--- src/rtl/fpa_pkg.sv ---
// ----------------------------------------------------------------------------
// fpa_pkg
// Shared constants, payload types and the binary16 unpack helper used by the
// half-precision operand aligner (fpa_align and fpa_align_shift).
// ----------------------------------------------------------------------------
package fpa_pkg;

    localparam int EXP_W   = 5;
    localparam int FRAC_W  = 10;
    localparam int SIG_W   = 16;
    localparam int GUARD_W = 5;

    localparam logic [EXP_W-1:0] EXP_SPECIAL = 5'd31;

    // Stage-1 payload: everything stage 2 needs to shift, negate and report.
    typedef struct packed {
        logic [EXP_W-1:0] d;          // e_big - e_small
        logic [EXP_W-1:0] exp;        // effective exponent of the big operand
        logic [SIG_W-1:0] sig_big;
        logic [SIG_W-1:0] sig_small;
        logic             sign;       // sign of the big operand
        logic             eff_sub;    // operand signs differ
        logic             special;    // either operand is Inf/NaN
    } fpa_s1_t;

    // One operand after unpacking.
    typedef struct packed {
        logic             sign;
        logic             special;
        logic [EXP_W-1:0] e;          // effective exponent (denormals use 1)
        logic [SIG_W-1:0] sig;        // {hidden, frac, guard zeros}
    } fpa_op_t;

    // Split a binary16 word into sign, effective exponent and a significand
    // with the hidden bit restored and guard bits appended.
    function automatic fpa_op_t fpa_unpack(input logic [15:0] x);
        fpa_op_t          u;
        logic [EXP_W-1:0] ex;
        ex        = x[14:10];
        u.sign    = x[15];
        u.special = (ex == EXP_SPECIAL);
        u.e       = (ex == 5'd0) ? 5'd1 : ex;
        u.sig     = {(ex != 5'd0), x[FRAC_W-1:0], {GUARD_W{1'b0}}};
        return u;
    endfunction

endpackage

--- src/rtl/fpa_align_shift.sv ---
// ----------------------------------------------------------------------------
// fpa_align_shift
// Combinational right shifter for the smaller significand. Bits shifted out
// are OR-reduced into a sticky bit which is folded into bit 0 of the result.
// Shift amounts of 16 or more flush the whole significand into sticky.
//
// Ports:
//   sig  in  16  significand to shift
//   amt  in   5  shift amount (exponent difference)
//   sh   out 16  shifted significand with sticky folded into bit 0
// ----------------------------------------------------------------------------
module fpa_align_shift
    import fpa_pkg::*;
(
    input  logic [SIG_W-1:0] sig,
    input  logic [EXP_W-1:0] amt,
    output logic [SIG_W-1:0] sh
);

    logic [SIG_W-1:0] shifted_s;
    logic [SIG_W-1:0] lost_mask_s;
    logic             sticky_s;

    // Barrel shift plus sticky collection over the bits that fall off.
    always_comb begin
        shifted_s   = 16'd0;
        lost_mask_s = 16'd0;
        sticky_s    = 1'b0;
        if (amt < 5'd16) begin
            shifted_s   = sig >> amt;
            lost_mask_s = (16'd1 << amt) - 16'd1;
            sticky_s    = |(sig & lost_mask_s);
        end else begin
            shifted_s   = 16'd0;
            lost_mask_s = 16'hFFFF;
            sticky_s    = |sig;
        end
        sh = {shifted_s[SIG_W-1:1], shifted_s[0] | sticky_s};
    end

endmodule

--- src/rtl/fpa_align.sv ---
// ----------------------------------------------------------------------------
// fpa_align
// Two-stage pipelined operand aligner for the binary16 adder.
//   Stage 1: unpack, magnitude compare/swap (A wins ties), exponent
//            difference, effective-subtract and special detection.
//   Stage 2: align the smaller significand with sticky, two's-complement it
//            for effective subtraction, and register all outputs.
// Valid/ready on both sides; each stage advances when empty or when the
// stage after it advances. in_ready is combinational from out_ready.
//
// Ports:
//   clk          in   1  clock, rising edge
//   rst_n        in   1  asynchronous active-low reset
//   in_valid     in   1  operand pair valid
//   in_ready     out  1  pair accepted this cycle when in_valid is high
//   in_a, in_b   in  16  binary16 operands
//   out_valid    out  1  aligned result valid
//   out_ready    in   1  downstream accepts the result
//   out_a        out 16  larger significand
//   out_b        out 16  smaller significand, aligned (negated if subtracting)
//   out_exp      out  5  effective exponent of the larger operand
//   out_sign     out  1  sign of the larger operand
//   out_eff_sub  out  1  operand signs differ
//   out_special  out  1  either operand is Inf/NaN (data then don't-care)
// ----------------------------------------------------------------------------
module fpa_align
    import fpa_pkg::*;
(
    input  logic             clk,
    input  logic             rst_n,
    input  logic             in_valid,
    output logic             in_ready,
    input  logic [15:0]      in_a,
    input  logic [15:0]      in_b,
    output logic             out_valid,
    input  logic             out_ready,
    output logic [SIG_W-1:0] out_a,
    output logic [SIG_W-1:0] out_b,
    output logic [EXP_W-1:0] out_exp,
    output logic             out_sign,
    output logic             out_eff_sub,
    output logic             out_special
);

    fpa_op_t          ua_s;
    fpa_op_t          ub_s;
    logic             a_big_s;
    fpa_s1_t          s1_next_s;
    fpa_s1_t          s1_r;
    logic             s1_valid_r;
    logic             s1_adv_s;
    logic             s2_adv_s;
    logic [SIG_W-1:0] sh_s;
    logic [SIG_W-1:0] out_b_next_s;

    // Pipeline advance conditions; the output register is stage 2.
    assign s2_adv_s = ~out_valid | out_ready;
    assign s1_adv_s = ~s1_valid_r | s2_adv_s;
    assign in_ready = s1_adv_s;

    // Unpack both operands and order them by magnitude. Comparing the raw
    // {exp, frac} field is a magnitude compare for binary16, including
    // denormals; A is treated as big on a tie.
    always_comb begin
        ua_s      = fpa_unpack(in_a);
        ub_s      = fpa_unpack(in_b);
        a_big_s   = (in_a[14:0] >= in_b[14:0]);
        s1_next_s = '0;
        if (a_big_s) begin
            s1_next_s.d         = ua_s.e - ub_s.e;
            s1_next_s.exp       = ua_s.e;
            s1_next_s.sig_big   = ua_s.sig;
            s1_next_s.sig_small = ub_s.sig;
            s1_next_s.sign      = ua_s.sign;
        end else begin
            s1_next_s.d         = ub_s.e - ua_s.e;
            s1_next_s.exp       = ub_s.e;
            s1_next_s.sig_big   = ub_s.sig;
            s1_next_s.sig_small = ua_s.sig;
            s1_next_s.sign      = ub_s.sign;
        end
        s1_next_s.eff_sub = ua_s.sign ^ ub_s.sign;
        s1_next_s.special = ua_s.special | ub_s.special;
    end

    // Stage-1 register: captures a new pair whenever the stage may advance.
    always_ff @(posedge clk or negedge rst_n) begin
        if (!rst_n) begin
            s1_valid_r <= 1'b0;
            s1_r       <= '0;
        end else begin
            if (s1_adv_s) begin
                s1_valid_r <= in_valid;
                if (in_valid) begin
                    s1_r <= s1_next_s;
                end
            end
        end
    end

    fpa_align_shift u_shift (
        .sig (s1_r.sig_small),
        .amt (s1_r.d),
        .sh  (sh_s)
    );

    // Conditional two's complement so the adder can simply add the pair.
    always_comb begin
        out_b_next_s = sh_s;
        if (s1_r.eff_sub) begin
            out_b_next_s = ~sh_s + 16'd1;
        end else begin
            out_b_next_s = sh_s;
        end
    end

    // Stage-2 / output register: holds stable while the consumer stalls.
    always_ff @(posedge clk or negedge rst_n) begin
        if (!rst_n) begin
            out_valid   <= 1'b0;
            out_a       <= 16'd0;
            out_b       <= 16'd0;
            out_exp     <= 5'd0;
            out_sign    <= 1'b0;
            out_eff_sub <= 1'b0;
            out_special <= 1'b0;
        end else begin
            if (s2_adv_s) begin
                out_valid <= s1_valid_r;
                if (s1_valid_r) begin
                    out_a       <= s1_r.sig_big;
                    out_b       <= out_b_next_s;
                    out_exp     <= s1_r.exp;
                    out_sign    <= s1_r.sign;
                    out_eff_sub <= s1_r.eff_sub;
                    out_special <= s1_r.special;
                end
            end
        end
    end

endmodule

--- config.mk ---
export PLATFORM = sky130hd
export DESIGN_NAME = fpa_align
export DESIGN_NICKNAME = d
export VERILOG_FILES = /design/src/rtl/fpa_pkg.sv /design/src/rtl/fpa_align_shift.sv /design/src/rtl/fpa_align.sv
export SDC_FILE = /design/constraint.sdc
export NUM_CORES = 1
export LEC_CHECK = 0
export BUFFER_PORTS_ARGS = -buffer_cell sky130_fd_sc_hd__buf_2
export CORE_MARGIN = 2
export CORE_UTILIZATION = 50
export CTS_CLUSTER_SIZE = 25
export DETAILED_ROUTE_END_ITERATION = 6
export GPL_ROUTABILITY_DRIVEN = 1
export HOLD_SLACK_MARGIN = 0.06
export PLACE_DENSITY = 0.7
export SYNTH_ARGS = -nofsm -noshare
export SYNTH_HDL_FRONTEND = slang
export SYNTH_SLANG_ARGS = --single-unit
export TNS_END_PERCENT = 20
--- constraint.sdc ---
create_clock -name clk -period 6.71 [get_ports clk]
set_input_delay 0.671 -clock clk [delete_from_list [all_inputs] [get_ports clk]]
set_output_delay 0.671 -clock clk [all_outputs]
set_load 0.02 [all_outputs]
-- Word level (Yosys, flattened, before mapping)
Cells that the tools add are included.
- flip-flop bits (word level): 87
- input bits: 36
- output and inout port bits: 42
- word-level logic and storage cells: 48
- add/subtract/negate cells: 4
- $lt $le $gt $ge: 2
- equal/unequal tests: 2
- shift-type cells: 2
- mux-type cells: 6
- bitwise logic cells: 9
- reduce and logical (&&, ||, !) cells: 8
- operators with widths (cell ; count):
    43-bit two-way mux ; 1
    16-bit two-way mux ; 2
    16-bit OR reduction ; 2
    16-bit by 1-bit adder with 16-bit output, second input constant ; 1
    16-bit AND ; 1
    16-bit inverter ; 1
    1-bit by 5-bit left shift with 16-bit output, first input constant ; 1
    16-bit by 5-bit right shift with 16-bit output ; 1
    16-bit by 1-bit subtractor with 16-bit output, second input constant ; 1
    15-bit greater-or-equal comparator ; 1
    5-bit equality test, second input constant ; 2
    5-bit logical NOT ; 2
    5-bit two-way mux ; 2
    5-bit nonzero test ; 2
    5-bit subtractor ; 2
    5-bit less-than comparator, second input constant ; 1
    1-bit OR ; 4
    2-bit AND reduction ; 2
    1-bit inverter ; 2
    1-bit two-way mux ; 1
    1-bit bitwise XOR ; 1

-- Depth between registers and ports, before layout
Gate-level depths: netlist of the first run.
- word-level depth: 9
- mapped depth: 15
- mapped depth without buffers: 12

-- Cells and area by module
Synthesis of the first run repeated with hierarchy kept, for this count alone.
- cell total of the unflattened synthesis: 575
- area total of the unflattened synthesis: 5238.8 sq um
- modules (own cells, without submodules) (module ; instances ; cells each ; area an instance (sq um) ; sequential area each (sq um)):
    fpa_align ; 1 ; 419 ; 4081.4 ; 1801.7
    fpa_align_shift ; 1 ; 156 ; 1157.4 ; 0.0

-- Worst setup path before layout of the first run
No wires, ideal clock.
- kind: input to register
- from: input in_a[10]
- to: register s1_r[44] (netlist name)
- library setup time: 0.095 ns
- arrival: 2.920 ns
- data required time: 6.615 ns
- slack: 3.694 ns
- cell stages on the path: 11
- path buffers: 0
- path through: or4_1 > nor2_1 > or2_2 > inv_1 > ha_1 > fa_1 > inv_1 > a21oi_1 > or3b_2 > and4_1 > o31ai_1
- word-level cells in the longest chain between the ends: 4
- elaborated cells between the ends (all ways): 6
- classes of those cells: 2 x add/sub; 1 x order compare; 2 x mux; 1 x reduce/logical
- ends and longest elaborated chain (what ; RTL line ; source):
    start: declaration ; fpa_align.sv:33 ; input logic [15:0] in_a,
    5-bit logical NOT ; fpa_pkg.sv:42 ; u.e = (ex == 5'd0) ? 5'd1 : ex;
    5-bit two-way mux ; fpa_pkg.sv:42 ;
    5-bit subtractor, on equally long branches ; fpa_align.sv:76, fpa_align.sv:70 ;
    43-bit two-way mux (*) ; fpa_align.sv:69 ; if (a_big_s) begin
    end signal: assignment ; fpa_align.sv:95 ; s1_r <= s1_next_s;
    end: declaration ; fpa_align.sv:49 ; fpa_s1_t s1_r;
Mark *: on every way between the ends. The rest lies on a longest branch, timed or not.
A chain may end at the register's enable or synchronous reset.

-- Worst setup path after layout of the first run
- from: register s1_r[41] (netlist name)
- to: register out_b[14]
- word-level cells in the longest chain between the ends: 9
- elaborated cells between the ends (all ways): 12
- classes of those cells: 2 x add/sub; 1 x order compare; 2 x shift; 3 x mux; 3 x bitwise; 1 x reduce/logical
- ends and longest elaborated chain (what ; RTL line ; source):
    1-bit by 5-bit left shift with 16-bit output ; fpa_align_shift.sv:31 ; lost_mask_s = (16'd1 << amt) - 16'd1;
    16-bit by 1-bit subtractor with 16-bit output ; fpa_align_shift.sv:31 ;
    16-bit AND ; fpa_align_shift.sv:32 ; sticky_s = |(sig & lost_mask_s);
    16-bit OR reduction ; fpa_align_shift.sv:32 ;
    1-bit two-way mux ; fpa_align_shift.sv:29 ; if (amt < 5'd16) begin
    1-bit OR ; fpa_align_shift.sv:38 ; sh = {shifted_s[SIG_W-1:1], shifted_s[0] | sticky_s};
    16-bit inverter ; fpa_align.sv:111 ; out_b_next_s = ~sh_s + 16'd1;
    16-bit by 1-bit adder with 16-bit output ; fpa_align.sv:111 ;
    16-bit two-way mux (*) ; fpa_align.sv:110 ; if (s1_r.eff_sub) begin
    end signal: assignment ; fpa_align.sv:132 ; out_b <= out_b_next_s;
    end: declaration ; fpa_align.sv:38 ; output logic [SIG_W-1:0] out_b,
Marks and branches as above.

==> run summary, run 1 <==
status: finished clean
pin count of the biggest net entering global routing: 73
root cell of the clock tree: sky130_fd_sc_hd__clkbuf_8
layout cell share with drive strength beyond 1: 24.0%
slew at the pin closest to its max-slew limit: 1020 ps
kind of capture point of the worst setup path: flop
Util after Layout: 57.5%
starting utilization of the core area: 51.1%
buffers inserted during post-CTS setup optimization: 0
number of diodes: 0
time the final worst path needs with I/O delays and setup: 3600 ps
count of state elements after synthesis: 72
worst voltage drop across the vdd grid: 157 uV
Hold Vio Cnt, Final: 0
Hold Buf Count CTS: 0
multiplexer area fraction after synthesis: 13.9%
gate count of the mapped netlist: 545
count of flip-flops with a built-in enable after synthesis: 0
net total in the final layout: 656
Horiz. Die Dim: 103 um
RD Place Congestion: 0.910
Power Total: 1800 uW
signal arrival time at the worst endpoint: 3790 ps
main combinational cell family by area after synthesis: compound AO/OA/AOI/OAI gates
Clock Latency Late Sink: 350 ps
Async S/R FF share, synth: 100%
achievable frequency: 278 MHz
number of antenna violations at the first check in global routing: 0
detailed-route DRC error count: 0
Adder-Cell Fraction of Synth Area: 6.88%
Cell Count Post-Placement: 716
final non-filler cell total: 732
number of buffers created by CTS: 9
H-tree depth: 3
Max-slew headroom: 32.0%
type of the tightest min-delay check: reg -> reg
XOR/XNOR Fraction of Synth Area: 3.19%
clock slew at the register clock pins of the worst setup and hold paths: 70 ps
Rows: 36
global-route wire length before repair: 18700 um
RSZ-0062 raised after global routing: no
WL/cell: 15.2 um
via count of the first global-routing pass: 3816
number of instances resized during post-cts repair: 0
GR Overflow Total: 0
Worst Path Required: 6910 ps
die height: 103 um
final period utilization: 53.6%
CP Class: reg -> reg
detailed-route vias per instance: 5.46
count of antenna-violating nets left after detailed routing: 0
yosys synthesis warning count: 0
number of pins exceeding their max-slew limit in the final report: 0
Cell Pwr Density: 323 nW/um2
overall die area: 10700 um2
detailed-route via count: 3995
complex-gate fraction of the synthesized area: 17.9%
setup clock skew after layout: 8.09 ps
number of setup violations in the final report: 0
post-detailed-placement half-perimeter wirelength: 8370 um
Port Buf Inserts: 72
Ports: 78
count of max-cap constraint violations: 0
flop2flop setup slack: 3110 ps
Top FF cell, synth: sky130_fd_sc_hd__dfrtp_1
count of clock tree sinks: 72
TritonCTS clock tree: yes
buffer depth of the longest clock path: 2
Placeable Area: 9680 um2
layout-stage area growth over the synthesis result: 12.6%
proportion of synthesized chip area in sequential cells: 36.4%
post-route setup TNS: 0 ps
violation count after the first detailed-route iteration: 273
static leakage power: 0.00267 uW
Unique masters post-synth: 68
first drt pass iteration count: 4
post-synthesis simple-gate area fraction: 15.0%
routed wire length: 11100 um
critical-path maximum fanout: 29
Overall Global Routing Usage: 22.4%
synthesized area divided by synthesized cell count: 9.08 um2
Worst Setup Start Kind: flop
cell area after synthesis: 4950 um2
cell type report:
type | count | area (um2)
clock buffer | 12 | 165
clock inverter | 4 | 73.8
fill | 891 | 4120
inverter | 33 | 124
multi-input combinational | 402 | 2850
sequential | 72 | 1800
tap | 133 | 166
timing repair buffer | 76 | 390
metal layers:
metal  track usage, %  vias up  wire, um
met5                0        -         0
met4             7.39        0       143
met3             4.03       17       496
met2             35.3      103      5170
met1             31.1     1870      5330
li1                 -     2005         -
synth_stat cells (9+ instances only):
cell | n | area [um2]
sky130_fd_sc_hd__dfrtp_1 | 72 | 1800
sky130_fd_sc_hd__o21ai_0 | 60 | 300
sky130_fd_sc_hd__nor2_1 | 27 | 101
sky130_fd_sc_hd__ha_1 | 24 | 300
sky130_fd_sc_hd__inv_1 | 33 | 124
sky130_fd_sc_hd__a21oi_1 | 28 | 140
sky130_fd_sc_hd__nand2_1 | 74 | 278
sky130_fd_sc_hd__a21o_1 | 9 | 67.6
sky130_fd_sc_hd__mux2_2 | 28 | 315
sky130_fd_sc_hd__nand4_1 | 10 | 62.6
sky130_fd_sc_hd__mux2i_1 | 26 | 260
sky130_fd_sc_hd__buf_2 | 9 | 45.0
sky130_fd_sc_hd__xnor2_1 | 12 | 105
sky130_fd_sc_hd__clkbuf_1 | 20 | 75.1
sequential cells by signal (all words and copies together), names as in the netlist:
| signal | flops |
|---|---|
| out_sign | 1 |
| out_exp | 5 |
| s1_r | 35 |
| out_b | 16 |
| out_special | 1 |
| out_a | 11 |
| s1_valid_r | 1 |
| out_eff_sub | 1 |
| out_valid | 1 |
cell families (layout without fill, tap and decap cells):
family | after synthesis | in the layout
fa+ha+maj | 26 | 26
xor+xnor | 18 | 18
other cells | 1 | 5
simple gates | 154 | 154
flops | 72 | 72
buf+inv | 75 | 125
mux | 60 | 60
compound gates | 139 | 139
worst paths after layout:
| check | endpoint | startpoint | cells past startpoint |
|---|---|---|---|
| setup / recovery | out_b[14]$_DFFE_PN0P_ | s1_r[41]$_DFFE_PN0P_ | 12 |
| hold / removal | out_b[12]$_DFFE_PN0P_ | out_b[12]$_DFFE_PN0P_ | 2 |
| setup reg to reg | out_b[14]$_DFFE_PN0P_ | s1_r[41]$_DFFE_PN0P_ | 12 |
| hold reg to reg | out_b[12]$_DFFE_PN0P_ | out_b[12]$_DFFE_PN0P_ | 2 |
| max in group asynchronous | s1_r[42]$_DFFE_PN0P_ | rst_n | 2 |
| min in group asynchronous | out_valid$_DFFE_PN0P_ | rst_n | 2 |
report_power, final:
group | switching, uW | internal [uW]
Combinational | 430 | 298
Sequential | 126 | 542
Clock | 161 | 241
Total | 716 | 1080
critical path: stages, from the launching register on:
cell and delay, ps:
sky130_fd_sc_hd__dfrtp_1 1020, sky130_fd_sc_hd__mux2_4 400, sky130_fd_sc_hd__a221oi_2 260, sky130_fd_sc_hd__o311ai_1 180, sky130_fd_sc_hd__o31ai_4 270, sky130_fd_sc_hd__and2_1 190, sky130_fd_sc_hd__ha_1 170, sky130_fd_sc_hd__inv_1 60
sky130_fd_sc_hd__a21oi_1 160, sky130_fd_sc_hd__nand4_1 190, sky130_fd_sc_hd__o21ai_0 280, sky130_fd_sc_hd__xnor2_1 160, sky130_fd_sc_hd__o21ai_0 110
per-stage QoR:
step / instance area, um2 / worst slack [ps] / hold slack [ps]
4_1_cts: 5570 / 3110 / 480
6_report: 5570 / 3110 / 475
5_1_grt: 5570 / 2880 / 514
3_5_place_dp: 5330 / 3250 / 464
2_1_floorplan: 4960 / 3690 / 375
3_3_place_gp: 5330 / 3350 / 460
placed cells by master, fill, tap and decap left out, drive strengths merged, types with 3 or more instances in the layout:
| cell type | netlist | routed |
|---|---|---|
| a31oi | 4 | 4 |
| nor2 | 27 | 27 |
| nand3 | 7 | 7 |
| and2 | 3 | 3 |
| o22ai | 3 | 3 |
| nand4 | 11 | 11 |
| o211ai | 3 | 3 |
| conb | 1 | 5 |
| a21oi | 28 | 28 |
| xor2 | 6 | 6 |
| nor4 | 3 | 3 |
| a211oi | 3 | 3 |
| xnor2 | 12 | 12 |
| inv | 33 | 34 |
| nand2b | 5 | 5 |
| mux2 | 31 | 31 |
| a21boi | 3 | 3 |
| dfrtp | 72 | 72 |
| a21o | 9 | 9 |
| mux2i | 27 | 27 |
| clkbuf | 20 | 12 |
| o31ai | 6 | 6 |
| buf | 22 | 76 |
| o41ai | 3 | 3 |
| nand2 | 74 | 74 |
| ha | 24 | 24 |
| nor3 | 6 | 6 |
| o21ai | 66 | 66 |
| nor2b | 5 | 5 |
Note: power is estimated with default switching activity, not from simulation.
==> run 2: changes to the inputs <==
Clock period 6.71 ns to 3.78 ns, I/O delays scaled along.
==> run summary, run 2 (synthesized netlist as in run 1, its figures left out) <==
Util after Layout: 57.6%
count of max-cap constraint violations: 0
count of antenna-violating nets left after detailed routing: 0
final instance area: 5580 um2
RSZ-0062 raised after global routing: no
root cell of the clock tree: sky130_fd_sc_hd__clkbuf_8
Hold Vio Cnt, Final: 0
signal arrival time at the worst endpoint: 3430 ps
detailed-route vias per instance: 5.46
critical-path maximum fanout: 17
Sequential cell area: 1800 um2
number of setup violations in the final report: 0
GR Overflow Total: 0
H-tree depth: 3
worst voltage drop across the vdd grid: 246 uV
largest register by flop count: s1_r
detailed-route DRC error count: 0
area taken by multi-input logic gates: 2850 um2
Worst Setup Start Kind: flop
status: finished clean
Placeable Area: 9680 um2
flop2flop setup slack: 540 ps
number of buffers created by CTS: 9
RD Place Congestion: 0.966
Rows: 36
routed wire length: 11300 um
die height: 103 um
flip-flop count of the largest register, all copies and words added: 35
layout cell share with drive strength beyond 1: 24.2%
Ports: 78
slew at the pin closest to its max-slew limit: 838 ps
Placed Instance Area: 5350 um2
starting utilization of the core area: 51.1%
pin count of the biggest net entering global routing: 52
layout-stage area growth over the synthesis result: 12.8%
number of pins exceeding their max-slew limit in the final report: 0
post-route setup TNS: 0 ps
count of clock tree sinks: 72
TritonCTS clock tree: yes
WL/cell: 15.3 um
buffer depth of the longest clock path: 2
overall die area: 10700 um2
via count of the first global-routing pass: 3782
static leakage power: 0.00267 uW
buffers inserted during post-CTS setup optimization: 0
Max-slew headroom: 43.8%
first drt pass iteration count: 4
most frequent cells in the layout: sky130_fd_sc_hd__nand2_1, sky130_fd_sc_hd__buf_2, sky130_fd_sc_hd__dfrtp_1, sky130_fd_sc_hd__o21ai_0, sky130_fd_sc_hd__inv_1
Overall Global Routing Usage: 22.1%
Port Buf Inserts: 72
final period utilization: 85.8%
number of instances resized during post-cts repair: 0
time the final worst path needs with I/O delays and setup: 3240 ps
number of diodes: 0
Clock Latency Late Sink: 340 ps
number of fill cells in the layout: 903
most common cell after layout, fill and taps aside: sky130_fd_sc_hd__nand2_1
type of the tightest min-delay check: in -> reg
clock slew at the register clock pins of the worst setup and hold paths: 70 ps
setup clock skew after layout: 20.3 ps
violation count after the first detailed-route iteration: 243
largest registers ranked by flip-flop count: s1_r: 35 flops, out_b: 16 flops, out_a: 11 flops
detailed-route via count: 4021
Horiz. Die Dim: 103 um
Cell Pwr Density: 566 nW/um2
Worst Path Required: 3970 ps
global-route wire length before repair: 18700 um
Min Hold Slack: 270 ps
post-detailed-placement half-perimeter wirelength: 8500 um
CP Class: reg -> reg
kind of capture point of the worst setup path: flop
number of antenna violations at the first check in global routing: 0
net total in the final layout: 660
achievable frequency: 308 MHz
## run 2: cell count changes in the layout (fill, tap and decap cells not counted), sizes merged
cell	before	now
buf	76	79
clkbuf	12	10
dlygate4sd3	0	1
clkinv	1	3
## run 2: worst max-delay path, cell delays in order (launching register included)
cell	delay, ps
sky130_fd_sc_hd__dfrtp_1	590
sky130_fd_sc_hd__buf_4	320
sky130_fd_sc_hd__mux2i_1	320
sky130_fd_sc_hd__mux2i_1	190
sky130_fd_sc_hd__o21ai_0	190
sky130_fd_sc_hd__a41o_1	260
sky130_fd_sc_hd__and2_1	160
sky130_fd_sc_hd__ha_1	170
sky130_fd_sc_hd__inv_1	60
sky130_fd_sc_hd__a21oi_1	150
sky130_fd_sc_hd__nand4_1	180
sky130_fd_sc_hd__o21ai_0	260
sky130_fd_sc_hd__xnor2_1	160
sky130_fd_sc_hd__o21ai_0	100
## run 2: final timing paths
check | depth (start not counted) | from | endpoint
max in group asynchronous | 3 | rst_n | s1_r[13]$_DFFE_PN0P_
hold / removal | 2 | in_valid | s1_valid_r$_DFFE_PN0N_
setup reg to reg | 13 | s1_r[41]$_DFFE_PN0P_ | out_b[14]$_DFFE_PN0P_
hold reg to reg | 2 | s1_r[29]$_DFFE_PN0P_ | s1_r[29]$_DFFE_PN0P_
min in group asynchronous | 2 | rst_n | s1_r[27]$_DFFE_PN0P_
setup / recovery | 13 | s1_r[41]$_DFFE_PN0P_ | out_b[14]$_DFFE_PN0P_
## run 2: metrics by stage
step | power (uW) | worst slack [ps] | instances
5_1_grt | 3380 | 220 | 736
6_report | 3160 | 537 | 736
3_3_place_gp | 2470 | 754 | 719
2_1_floorplan | 2120 | 1060 | 549
4_1_cts | 3170 | 519 | 736
3_5_place_dp | 2500 | 546 | 719
## run 2: what timing repair did
item / in CTS / in global routing
setup endpoints to repair: 0 / 0
endpoints found under the hold margin: 24 / 0
hold buffers: 1 / 0
## run 2: where the power goes
part	switching, uW	internal (uW)
clock	288	375
sequential	201	963
combinational	794	535
## run 2: layer usage
metal	vias up	track usage, %	part of all wire [%]	wire, um
met3	8	3.29	4.6	515
li1	2009	-	-	-
met2	110	35.7	46	5200
met1	1894	31.1	48	5450
met5	-	0	0	0
met4	0	6.28	0.83	93
## run 2: layout make-up
type	count	share of cell area, %
clock buffers	10	2.29
inverters	33	2.22
flip-flops and latches	72	32.3
multi-input cells	402	51.0
well taps	133	2.98
repair buffers	80	7.58
clock inverters	6	1.64
